===== src/rtl/clock_divider_bank.sv =====
// Bank of NUM_CH independent programmable dividers producing 50% divided clocks
// or one-cycle strobes, with per-channel run-time divisor/mode and a global phase clear.
module clock_divider_bank #(
    parameter int          NUM_CH      = 4,
    parameter int          WIDTH       = 25,
    parameter int          CH_BITS     = 2,
    parameter int unsigned DEFAULT_DIV = 25000000
) (
    input  logic               clock,
    input  logic               reset,
    input  logic [NUM_CH-1:0]  en,
    input  logic               sync_clr,
    input  logic               wr_en,
    input  logic [CH_BITS-1:0] wr_ch,
    input  logic [WIDTH-1:0]   wr_div,
    input  logic               wr_mode,
    output logic [NUM_CH-1:0]  div_out,
    output logic [NUM_CH-1:0]  tick
);

    localparam logic [WIDTH-1:0]   DEF_DIV  = WIDTH'(DEFAULT_DIV);
    localparam logic [WIDTH-1:0]   ONE      = WIDTH'(1);
    localparam logic [CH_BITS:0]   NUM_CH_W = (CH_BITS + 1)'(NUM_CH);

    // Writes to channel indices beyond the bank must not alias onto a real channel.
    logic wr_valid;
    assign wr_valid = wr_en && ({1'b0, wr_ch} < NUM_CH_W);

    for (genvar i = 0; i < NUM_CH; i++) begin : g_ch
        logic [WIDTH-1:0] div_q,   div_d;
        logic [WIDTH-1:0] count_q, count_d;
        logic             mode_q,  mode_d;
        logic             out_q,   out_d;
        logic             tick_q,  tick_d;
        logic             wr_hit;
        logic             terminal;

        assign wr_hit   = wr_valid && (wr_ch == CH_BITS'(i));
        assign terminal = (count_q == div_q - ONE);

        // NOTE: every next-state signal gets a default before any branch, so no latch is inferred.
        always_comb begin
            div_d   = div_q;
            mode_d  = mode_q;
            count_d = count_q;
            out_d   = out_q;
            tick_d  = 1'b0;
            if (sync_clr) begin
                count_d = '0;
                out_d   = 1'b0;
            end else if (wr_hit) begin
                div_d   = wr_div;
                mode_d  = wr_mode;
                count_d = '0;
                out_d   = 1'b0;
            end else if (div_q == '0) begin
                count_d = '0;
                out_d   = 1'b0;
            end else if (en[i]) begin
                if (terminal) begin
                    count_d = '0;
                    tick_d  = 1'b1;
                    out_d   = mode_q ? 1'b1 : ~out_q;
                end else begin
                    count_d = count_q + ONE;
                    out_d   = mode_q ? 1'b0 : out_q;
                end
            end
        end

        // NOTE: sequential state uses non-blocking assignments so all channels update from the same pre-edge values.
        always_ff @(posedge clock or posedge reset) begin
            if (reset) begin
                div_q   <= DEF_DIV;
                mode_q  <= 1'b0;
                count_q <= '0;
                out_q   <= 1'b0;
                tick_q  <= 1'b0;
            end else begin
                div_q   <= div_d;
                mode_q  <= mode_d;
                count_q <= count_d;
                out_q   <= out_d;
                tick_q  <= tick_d;
            end
        end

        assign div_out[i] = out_q;
        assign tick[i]    = tick_q;
    end

endmodule


===== config.mk =====
export PLATFORM = sky130hd
export DESIGN_NAME = clock_divider_bank
export DESIGN_NICKNAME = d
export VERILOG_FILES = /design/src/rtl/clock_divider_bank.sv
export SDC_FILE = /design/constraint.sdc
export NUM_CORES = 1
export LEC_CHECK = 0
export CAP_MARGIN = 40
export CORE_UTILIZATION = 30
export CTS_CLUSTER_DIAMETER = 40
export DETAILED_ROUTE_END_ITERATION = 6
export PLACE_DENSITY = 0.5
export SYNTH_ARGS = -nofsm -noshare
export SYNTH_HDL_FRONTEND = slang
export SYNTH_SLANG_ARGS = --single-unit

===== constraint.sdc =====
create_clock -name clock -period 8.85 [get_ports clock]
set_input_delay 1.3275 -clock clock [delete_from_list [all_inputs] [get_ports clock]]
set_output_delay 1.3275 -clock clock [all_outputs]
set_load 0.1 [all_outputs]

# After elaboration in Yosys (flattened, before gate mapping)
# Index checks and enable logic that the tools add are counted.
[totals]
elab_cells = 133
ff_bits = 212
[op_classes]
bitwise = 5
eq_ne = 7
reduce_logical = 25
n_mux = 68
add_sub_neg = 8
[ops]
columns = ["op", "count"]
rows = [
  ["25-bit two-way mux", 20],
  ["25-bit by 1-bit adder with 25-bit output (second input constant)", 4],
  ["25-bit == test", 4],
  ["25-bit logical NOT", 4],
  ["25-bit by 1-bit subtractor with 25-bit output (second input constant)", 4],
  ["1-bit two-way mux", 48],
  ["5-bit nonzero test", 4],
  ["2-bit AND reduction", 8],
  ["4-bit nonzero test", 4],
  ["1-bit NOT", 5],
  ["2-bit == test (second input constant)", 2],
  ["1-bit logical AND", 4],
  ["2-bit by 1-bit == test with 1-bit output (second input constant)", 1],
  ["2-bit logical NOT", 1],
]

# Logic depth before layout (Yosys ltp)
[depth]
ltp_word = 7
depth_mapped = 16
mapped_depth_nobuf = 11

# Worst setup path before layout
# Ideal clock, no wire load.
[synth_path]
path_type = "flip-flop to flip-flop"
from = "register g_ch[1].div_q[2]"
to = "register g_ch[1].count_q[9]"
path_slack_ns = 5.281
required_time_ns = 8.781
n_path_buf = 5
stages_incl_launch_ff = 15
arrival_ns = 3.500
synth_period_minus_slack_ns = 3.569
cell_sequence = "dfrtp_1 -> or4_1 -> buf_2 -> or2_1 -> clkbuf_1 -> or4_4 -> xnor2_1 -> and4bb_1 -> and4_1 -> buf_4 -> or2_2 -> buf_6 -> buf_6 -> or3_1 -> nand3_1"
[synth_between]
elab_chain_cells = 7
elab_cells_between_ends = 9
cone_classes = "add/sub: 1; eq/ne: 1; mux: 5; reduce/logical: 2"
[synth_lines]
columns = ["element", "line_no", "rtl"]
rows = [
  ["start, declared", "30", "logic [WIDTH-1:0] div_q, div_d;"],
  ["start signal, assigned", "80", "div_q <= div_d;"],
  ["25-bit by 1-bit subtractor with 25-bit output", "39", "assign terminal = (count_q == div_q - ONE);"],
  ["25-bit == test", "39", ""],
  ["25-bit two-way mux", "60", "if (terminal) begin"],
  ["25-bit two-way mux", "59", "end else if (en[i]) begin"],
  ["25-bit two-way mux", "56", "end else if (div_q == '0) begin"],
  ["25-bit two-way mux", "51", "end else if (wr_hit) begin"],
  ["25-bit two-way mux", "48", "if (sync_clr) begin"],
  ["end signal, assigned", "82", "count_q <= count_d;"],
  ["end, declared", "31", "logic [WIDTH-1:0] count_q, count_d;"],
]
# Several ways; a longest one is shown, not always the timed one. The select of a mux whose other input is x is not followed.
# A chain may end at the register's enable or synchronous reset.

# Worst setup path in the final report
[layout_path]
from = "register g_ch[0].div_q[2]"
to = "register g_ch[0].count_q[11]"
[layout_between]
elab_chain_cells = 7
elab_cells_between_ends = 9
cone_classes = "add/sub: 1; eq/ne: 1; mux: 5; reduce/logical: 2"
[layout_lines]
columns = ["element", "line_no"]
rows = [
  ["start, declared", "30"],
  ["start signal, assigned", "80"],
  ["25-bit by 1-bit subtractor with 25-bit output", "39"],
  ["25-bit == test", "39"],
  ["25-bit two-way mux", "60"],
  ["25-bit two-way mux", "59"],
  ["25-bit two-way mux", "56"],
  ["25-bit two-way mux", "51"],
  ["25-bit two-way mux", "48"],
  ["end signal, assigned", "82"],
  ["end, declared", "31"],
]
# Several ways; a longest one is shown, not always the timed one. The select of a mux whose other input is x is not followed.

==> impl_metrics.py <==
metrics = {
    "detailed_routing": {
        "viasPerCell": 5.33,
        "pre_repair_dr_iteration_count": 5,
        "antenna_left": 0,
        "wl_per_cell_um": 17.7,
        "detail_route.iter0.violations": 594,
        "detailroute.via_count": 11500,
        "drcViolationCount": 0,
        "drt_wl_total_mm": 38.4,
    },
    "sta": {
        "unrepaired_setup_endpoints_after_global_routing": "false",
        "timing.final.crit_period_ps": 4060,
        "finalCritPeriodShare": 0.458,
        "setup_tns_ps": 0,
        "timing_worst_slew_pin_value_ps": 814,
        "finalSetupViolations": 0,
        "max_clock_freq_mhz": 247,
        "fin_worst_skew_ps": 21.8,
        "hold_violations": 0,
        "final-max-slew-violation-count": 0,
        "maxSlewHeadroom": 0.457,
        "worst_hold_slack_ps": 476,
    },
    "worst_setup_path": {
        "crit_path_max_fanout": 21,
        "worstPathArrival_ps": 4460,
        "r2r_slack_ps": 4790,
        "setup.worst_path.start_class": "flop",
        "worstSetupEndpointType": "flop",
        "worst-setup-path-type": "flop to flop",
        "worstPathRequired_ps": 9260,
    },
    "clock_network": {
        "cts-root-to-sink-buffers": 3,
        "cts_max_level": 2,
        "clock_tree.root_cell": "sky130_fd_sc_hd__clkbuf_16",
        "clk-insertion-delay-late_ps": 530,
        "tritoncts.num_buffers": 40,
        "cts_resized": 0,
        "cts_setup_buffers": 0,
        "cts_hold_repair.buffers": 0,
        "cts_tree": "done",
        "clock_transition_at_the_registers_of_the_reported_paths_ps": 50,
        "cts.sinks": 212,
    },
    "pwr": {
        "pwr_density_cell_mw_per_mm2": 215,
        "leakagePower_nw": 6.41,
        "post-layout-total-power_mw": 3.50,
        "vdd_ir_drop_max_mv": 0.134,
    },
    "die": {
        "floorplan.core_area_mm2": 0.0454,
        "fp-row-count": 78,
        "fp.dieArea_mm2": 0.0469,
        "chipWidth_um": 217,
        "ios": 44,
        "chipHeight_um": 217,
        "floorplan.initialDensity": 0.305,
    },
    "hold_path": {
        "hold_path_class": "flop to flop",
    },
    "finish": {
        "growth_of_design_area_from_synthesis_to_finish_pct": 18.0,
        "seqCellArea_mm2": 0.00537,
        "final_layout_size_suffix_gt1_frac": 0.173,
        "multiInputGateArea_mm2": 0.00793,
        "num-nets-final": 1573,
        "num-fill-cells": 4648,
    },
    "yosys": {
        "synthesis.area_per_instance_um2": 9.16,
        "flip_flop_cell_with_the_highest_count_after_synthesis": "sky130_fd_sc_hd__dfrtp_1",
        "synth_most_common_cell": "sky130_fd_sc_hd__dfrtp_1",
        "synth_seq_cells": 212,
        "synth_area_leader_cell": "sky130_fd_sc_hd__dfrtp_1",
        "yosys_warnings": 0,
        "synth_enable_flop_cells": 0,
        "ys_types": 74,
        "ys_seq_area_frac": 0.388,
        "synth_top_area_share": 0.297,
        "synth_top_cells_by_area": "sky130_fd_sc_hd__dfrtp_1, sky130_fd_sc_hd__dfstp_2, sky130_fd_sc_hd__mux2_2",
        "post_synth_instance_area_mm2": 0.0138,
        "synth_async_sr_flop_share": 1.00,
        "synth_nets": 1553,
        "synthesis.instances": 1509,
        "synth.top_cells.by_count": "sky130_fd_sc_hd__dfrtp_1, sky130_fd_sc_hd__nand2_1, sky130_fd_sc_hd__nor2_1",
    },
    "global_route": {
        "first_global_vias": 11500,
        "first_pass_grt_wire_length_mm": 62.7,
        "antenna_found_initial": 7,
        "grt_max_degree": 96,
        "grt_remaining_overflow": 0,
        "groute.usage.overall": 0.166,
    },
    "placement": {
        "io_buffers": 43,
        "last_weighted_congestion_value_of_the_routability_driven_placer": 0.882,
        "post-dp-hpwl_mm": 27.6,
    },
    "run": {
        "max_cap_violations": 0,
    },
    "run_status": {
        "status": "complete, no violations",
    },
}
[per-layer routing]
layer  share of wire  track usage  wire (um)  up-vias
li1                -            -          -     5619
met1            0.49        0.235      18900     5644
met2            0.44        0.258      16900      199
met3           0.044       0.0292       1670       65
met4           0.021       0.0446        801        4
met5         0.00063            0         24        -
[power by group]
group | switching [mW] | internal, mW
Combinational | 0.339 | 0.304
Sequential | 0.180 | 1.12
Clock | 0.579 | 0.986
Total | 1.10 | 2.41
[cells by family (layout without fill, tap and decap cells)]
kind of cell               after synthesis  after routing  synth area share
AOI/OAI and AO/OA                      262            262             0.134
xor gates and xnor gates               142            142            0.0900
DFF                                    212            212             0.388
muxes                                  105            105            0.0843
buffers and inverters                  128            178            0.0403
other                                    0              3                 0
and+or+nand+nor                        652            652             0.256
adders and majority gates                8              8           0.00724
[registers in the layout (all words and copies together), names as in the netlist]
name and flops:
g_ch.div_q 100, g_ch.mode_q 4, g_ch.tick_q 4, g_ch.out_q 4
g_ch.count_q 100
[path summary, 6_finish.rpt]
path                                              start                         endpoint  depth (start not counted)
hold reg to reg              g_ch[0].mode_q$_DFFE_PP0P_        g_ch[0].out_q$_DFFE_PP0P_                          1
min in group asynchronous                         reset   g_ch[3].count_q[5]$_DFFE_PP0P_                          2
max in group asynchronous                         reset  g_ch[0].count_q[24]$_DFFE_PP0P_                          3
setup reg to reg           g_ch[0].div_q[2]$_DFFE_PP0P_  g_ch[0].count_q[11]$_DFFE_PP0P_                         10
setup / recovery           g_ch[0].div_q[2]$_DFFE_PP0P_  g_ch[0].count_q[11]$_DFFE_PP0P_                         10
hold / removal               g_ch[0].mode_q$_DFFE_PP0P_        g_ch[0].out_q$_DFFE_PP0P_                          1
[metrics by stage]
step | instance area [um^2] | setup slack, ps | util | instances
finish | 16300 | 4790 | 0.359 | 2162
global route | 16300 | 4380 | 0.359 | 2159
CTS | 16300 | 4760 | 0.359 | 2159
detailed placement | 14900 | 4780 | 0.329 | 2087
global placement | 14700 | 4640 | 0.325 | 2077
floorplan | 13800 | 1810 | - | 1509
[layout by cell type (no fill, tap or decap), types with 12 or more instances in the layout]
cell,Yosys,final
sky130_fd_sc_hd__buf_4,9,16
sky130_fd_sc_hd__and3_1,35,35
sky130_fd_sc_hd__mux2i_1,13,13
sky130_fd_sc_hd__xnor2_1,93,93
sky130_fd_sc_hd__clkdlybuf4s50_1,0,43
sky130_fd_sc_hd__mux2_2,92,92
sky130_fd_sc_hd__nand4_1,34,34
sky130_fd_sc_hd__a22o_1,27,27
sky130_fd_sc_hd__inv_1,38,37
sky130_fd_sc_hd__nor3b_1,15,15
sky130_fd_sc_hd__or2_2,13,13
sky130_fd_sc_hd__a21o_1,16,16
sky130_fd_sc_hd__a31oi_1,13,13
sky130_fd_sc_hd__xor2_1,49,49
sky130_fd_sc_hd__o31ai_1,12,12
sky130_fd_sc_hd__clkbuf_16,0,41
sky130_fd_sc_hd__nor3_1,51,51
sky130_fd_sc_hd__dfstp_2,48,48
sky130_fd_sc_hd__or4_1,18,18
sky130_fd_sc_hd__nor4_1,47,46
sky130_fd_sc_hd__a221o_1,18,18
sky130_fd_sc_hd__dfrtp_1,164,164
sky130_fd_sc_hd__a21oi_1,22,22
sky130_fd_sc_hd__o21ai_0,73,73
sky130_fd_sc_hd__or3_1,24,24
sky130_fd_sc_hd__nand2_1,123,123
sky130_fd_sc_hd__nand3_1,89,89
sky130_fd_sc_hd__nand2b_1,16,16
sky130_fd_sc_hd__nor2_1,112,112
[critical path: stages (launching register included)]
cell	delay, ps
sky130_fd_sc_hd__dfrtp_1	470
sky130_fd_sc_hd__nor4_2	590
sky130_fd_sc_hd__and4b_1	530
sky130_fd_sc_hd__nand4_1	250
sky130_fd_sc_hd__o31a_1	370
sky130_fd_sc_hd__o21bai_1	160
sky130_fd_sc_hd__nor4_1	230
sky130_fd_sc_hd__and2_1	690
sky130_fd_sc_hd__nor2_1	80
sky130_fd_sc_hd__buf_4	240
sky130_fd_sc_hd__a221o_1	310
[area by class of cell]
type	instances	area share
antenna	3	0.000460
clock buffer	42	0.0631
clock inverter	30	0.0209
inverter	38	0.00921
multi-input combinational	1169	0.486
sequential	212	0.329
tap	600	0.0460
timing repair buffer	68	0.0451
(Power assumes the default switching activity.)
==> RTL edit 1, RTL diff (config.mk and constraints unchanged) <==
Set the parameter `CH_BITS` to 4 (it was 2).
--- a/src/rtl/clock_divider_bank.sv
+++ b/src/rtl/clock_divider_bank.sv
@@ -3,7 +3,7 @@
 module clock_divider_bank #(
     parameter int          NUM_CH      = 4,
     parameter int          WIDTH       = 25,
-    parameter int          CH_BITS     = 2,
+    parameter int          CH_BITS     = 4,
     parameter int unsigned DEFAULT_DIV = 25000000
 ) (
     input  logic               clock,
Interface: changed (resized wr_ch); port bits go from 44 to 46. No check against the original RTL was run, so the function may have changed too.
==> RTL edit 1 against the original RTL <==
Cell area up 4.1%. Combinational power up 15%. Wire length up 5.1%. Sequential power down 3%. Setup slack worse by 0.65 ns. Power up 7.2%. Sequential cell count unchanged. Highest routed layer is now met4. Synthesized area up 2.5%.
==> RTL edit 1: results <==
[place]
dpl_cell_area_mm2 = 0.0154
io_buffers = 45
dp.cells = 2144
dp_hpwl_um = 28300
gp_congestion = 0.859

[synthesis]
synthMuxAreaShare_pct = 9.38
synth_common_cells = "dfrtp_1, nand2_1, mux2_2"
synth_compound_area_share_pct = 12.3
synth_adder_area_share_pct = 0.707
synth_xor_area_share_pct = 8.65
synth.distinct_cells = 81
ys_top_cells_by_area = "dfrtp_1, dfstp_2, mux2_2"

[global_route]
antenna_found_initial = 2
grt_first_pass_wirelength_um = 65100
grt_max_degree = 112
track_usage_pct = 17.1

[critical_path]
crit_fanout = 18
startpoint = "g_ch[0].div_q[0]"
ff2ff_path_depth = 11
critical_path.slowest_cell = "nor3b_1"
cpPeakStageDelay_ns = 0.71
arrival_ns = 5.15

[layout]
n_antenna_cell = 0
drive_gt1_share_pct = 18.7
nFillCells = 4669
final_util_pct = 36.5

[clock_network]
clk_latency_ns = 0.57
cts-buffers-inserted = 46
cts-resized-gates = 0

[power_and_ir_drop]
swShare_pct = 31.6
power_mw = 3.76
seqPwrFrac_pct = 33.6
ir_drop_uv = 192
p_comb_mw = 0.741

[sta]
tightest_slew_ns = 0.982
max_freq_ghz = 0.212

[drt]
vias = 12171
wirelength_um = 40300
drtIter0Drc = 676

[min_path]
hp-start = "g_ch[3].mode_q"
hold_end = "g_ch[3].mode_q"

[outcome]
status = "completed"
==> RTL edit 1: cell count changes after synthesis, moves of 13 or more <==
cell and change:
a22o_1 -16, nor2_1 -13, mux2_2 +14, o21ai_0 -36, and2_1 +15, a31oi_1 +26
nand4_1 +15, or4_1 +16
==> RTL edit 1: logic make-up after synthesis <==
group / count (synthesis)
compound gates: 243
xor+xnor: 140
fa+ha+maj: 8
buf+inv: 134
flops: 212
mux: 119
simple gates: 698
==> RTL edit 1: cell type report <==
type | instances | area share (%)
Clock buffer | 51 | 7.14
Inverter | 42 | 0.973
Sequential cell | 212 | 31.6
Clock inverter | 34 | 2.19
Timing Repair Buffer | 75 | 4.95
Multi-Input combinational cell | 1208 | 48.7
Tap cell | 607 | 4.47
==> RTL edit 1: per-layer routing <==
metal	wire [µm]	GRT usage, %
met4	1140	5.69
met3	1740	3.16
met2	18000	26.2
met1	19400	24.0
met5	0	0
==> RTL edit 2, RTL diff (config.mk and constraints unchanged) <==
Without the edit above. Register the output `tick` once more, with the module's reset; this adds one clock of latency there. The other outputs are not delayed to match.
--- a/src/rtl/clock_divider_bank.sv
+++ b/src/rtl/clock_divider_bank.sv
@@ -21,6 +21,8 @@
     localparam logic [WIDTH-1:0]   DEF_DIV  = WIDTH'(DEFAULT_DIV);
     localparam logic [WIDTH-1:0]   ONE      = WIDTH'(1);
     localparam logic [CH_BITS:0]   NUM_CH_W = (CH_BITS + 1)'(NUM_CH);
+
+    logic [NUM_CH-1:0] tick_c;
 
     // Writes to channel indices beyond the bank must not alias onto a real channel.
     logic wr_valid;
@@ -86,7 +88,15 @@
         end
 
         assign div_out[i] = out_q;
-        assign tick[i]    = tick_q;
+        assign tick_c[i]    = tick_q;
+    end
+
+    always_ff @(posedge clock or posedge reset) begin
+        if (reset) begin
+            tick <= '0;
+        end else begin
+            tick <= tick_c;
+        end
     end
 
 endmodule
Check against the original RTL: not equivalent (a bounded check fails within 4 cycles, from zero or initial values and one cycle with reset high).
==> RTL edit 2 against the original RTL <==
Setup slack worse by 0.33 ns. Global-route usage hardly changed. Highest routed layer unchanged. Non-clock buffer count is 1 lower. Cell area is 0.59% higher. Combinational power is 7.2% lower. First-iteration DRC count is 9.8% higher. Critical path depth is 1 higher. Power is 3.3% higher. Wire length is 2.2% lower. Hold slack worse by 0.13 ns. Sequential cell count is 4 higher. Die area is 0.98% lower. Synthesized area is 0.99% lower. Critical endpoint is now g_ch[0].count_q[7].
==> RTL edit 2: results <==
[outcome]
status = "completed"

[critical_path]
r2r-end = "g_ch[0].count_q[7]"
critical_path.slowest_cell = "o21bai_4"
reg2reg_from = "g_ch[0].div_q[0]"
crit_fanout = 37

[power_and_ir_drop]
ir_drop_uv = 150
power.switching_mw = 1.02

[drt]
vias = 11114
routed_via_density = 5.20
drtIter0Drc = 652

[global_route]
grt_max_degree = 84
track_usage_pct = 16.6
antenna_found_initial = 4
grt_first_pass_wirelength_um = 61200

[min_path]
holdPathStages = 0
hold_end = "tick[0]"
hp-start = "g_ch[0].tick_q"

[place]
post-place-ws_ns = 4.48
gp_congestion = 0.847
dpl_cell_area_mm2 = 0.0149
dp.cells = 2058
dp_hpwl_um = 27100

[sta]
slew_headroom_pct = 35.4
fin_skew_ns = 0.0236
timing.hold.ws_ns = 0.346
fin_crit_sh_pct = 49.6

[synthesis]
postSynthAreaPerCell_um2 = 9.28
synth_common_cells = "dfrtp_1, nand2_1, nor2_1"
synth.distinct_cells = 77
syn_nets = 1519
yosysSeqAreaShare_pct = 39.9
ys_top_cells_by_area = "dfrtp_1, dfstp_2, mux2_2"

[clock_network]
cts-buffers-inserted = 42
clk_latency_ns = 0.55

[layout]
nFillCells = 4415
final_nets = 1554
-- RTL edit 2: cell type report --
| class | count | area (µm²) | area share, % |
|---|---|---|---|
| antenna | 1 | 2.50 | 0.0153 |
| inverter | 48 | 188 | 1.14 |
| timing repair buffer | 67 | 759 | 4.63 |
| clock inverter | 21 | 338 | 2.06 |
| tap | 592 | 741 | 4.51 |
| sequential | 216 | 5470 | 33.3 |
| multi-input combinational | 1135 | 7730 | 47.1 |
| clock buffer | 56 | 1180 | 7.22 |
-- RTL edit 2: power by group through the flow --
stage	registers (mW)	clock network [mW]	logic [mW]
after floorplan	1.25	0	0.483
final	1.30	1.72	0.597
after global placement	1.31	0	0.583
after global routing	1.33	1.81	0.663
after detailed placement	1.31	0	0.598
after CTS	1.30	1.76	0.601
-- RTL edit 2: layer usage --
metal	share of wire, %	GRT usage, %	vias to the layer above
met3	4.4	3.45	56
met5	0.096	0	-
met1	48	22.8	5426
met4	2.8	5.63	6
met2	45	25.8	183
li1	-	-	5443
-- RTL edit 2: worst register-to-register path, delay by kind of cell (launching register included) --
family / cells / cell delay [ns]
DFF: 1 / 0.40
buffers and inverters: 1 / 0.09
and+or+nand+nor: 5 / 2.29
AOI/OAI and AO/OA: 4 / 1.25
adders and majority gates: 1 / 0.22
-- RTL edit 2: logic make-up after synthesis --
family	count (synthesis)	synth area share, %
simple gates	614	24.1
compound gates	252	12.7
flops	216	39.9
xor+xnor	140	9.06
buf+inv	124	3.68
mux	121	9.75
fa+ha+maj	8	0.731
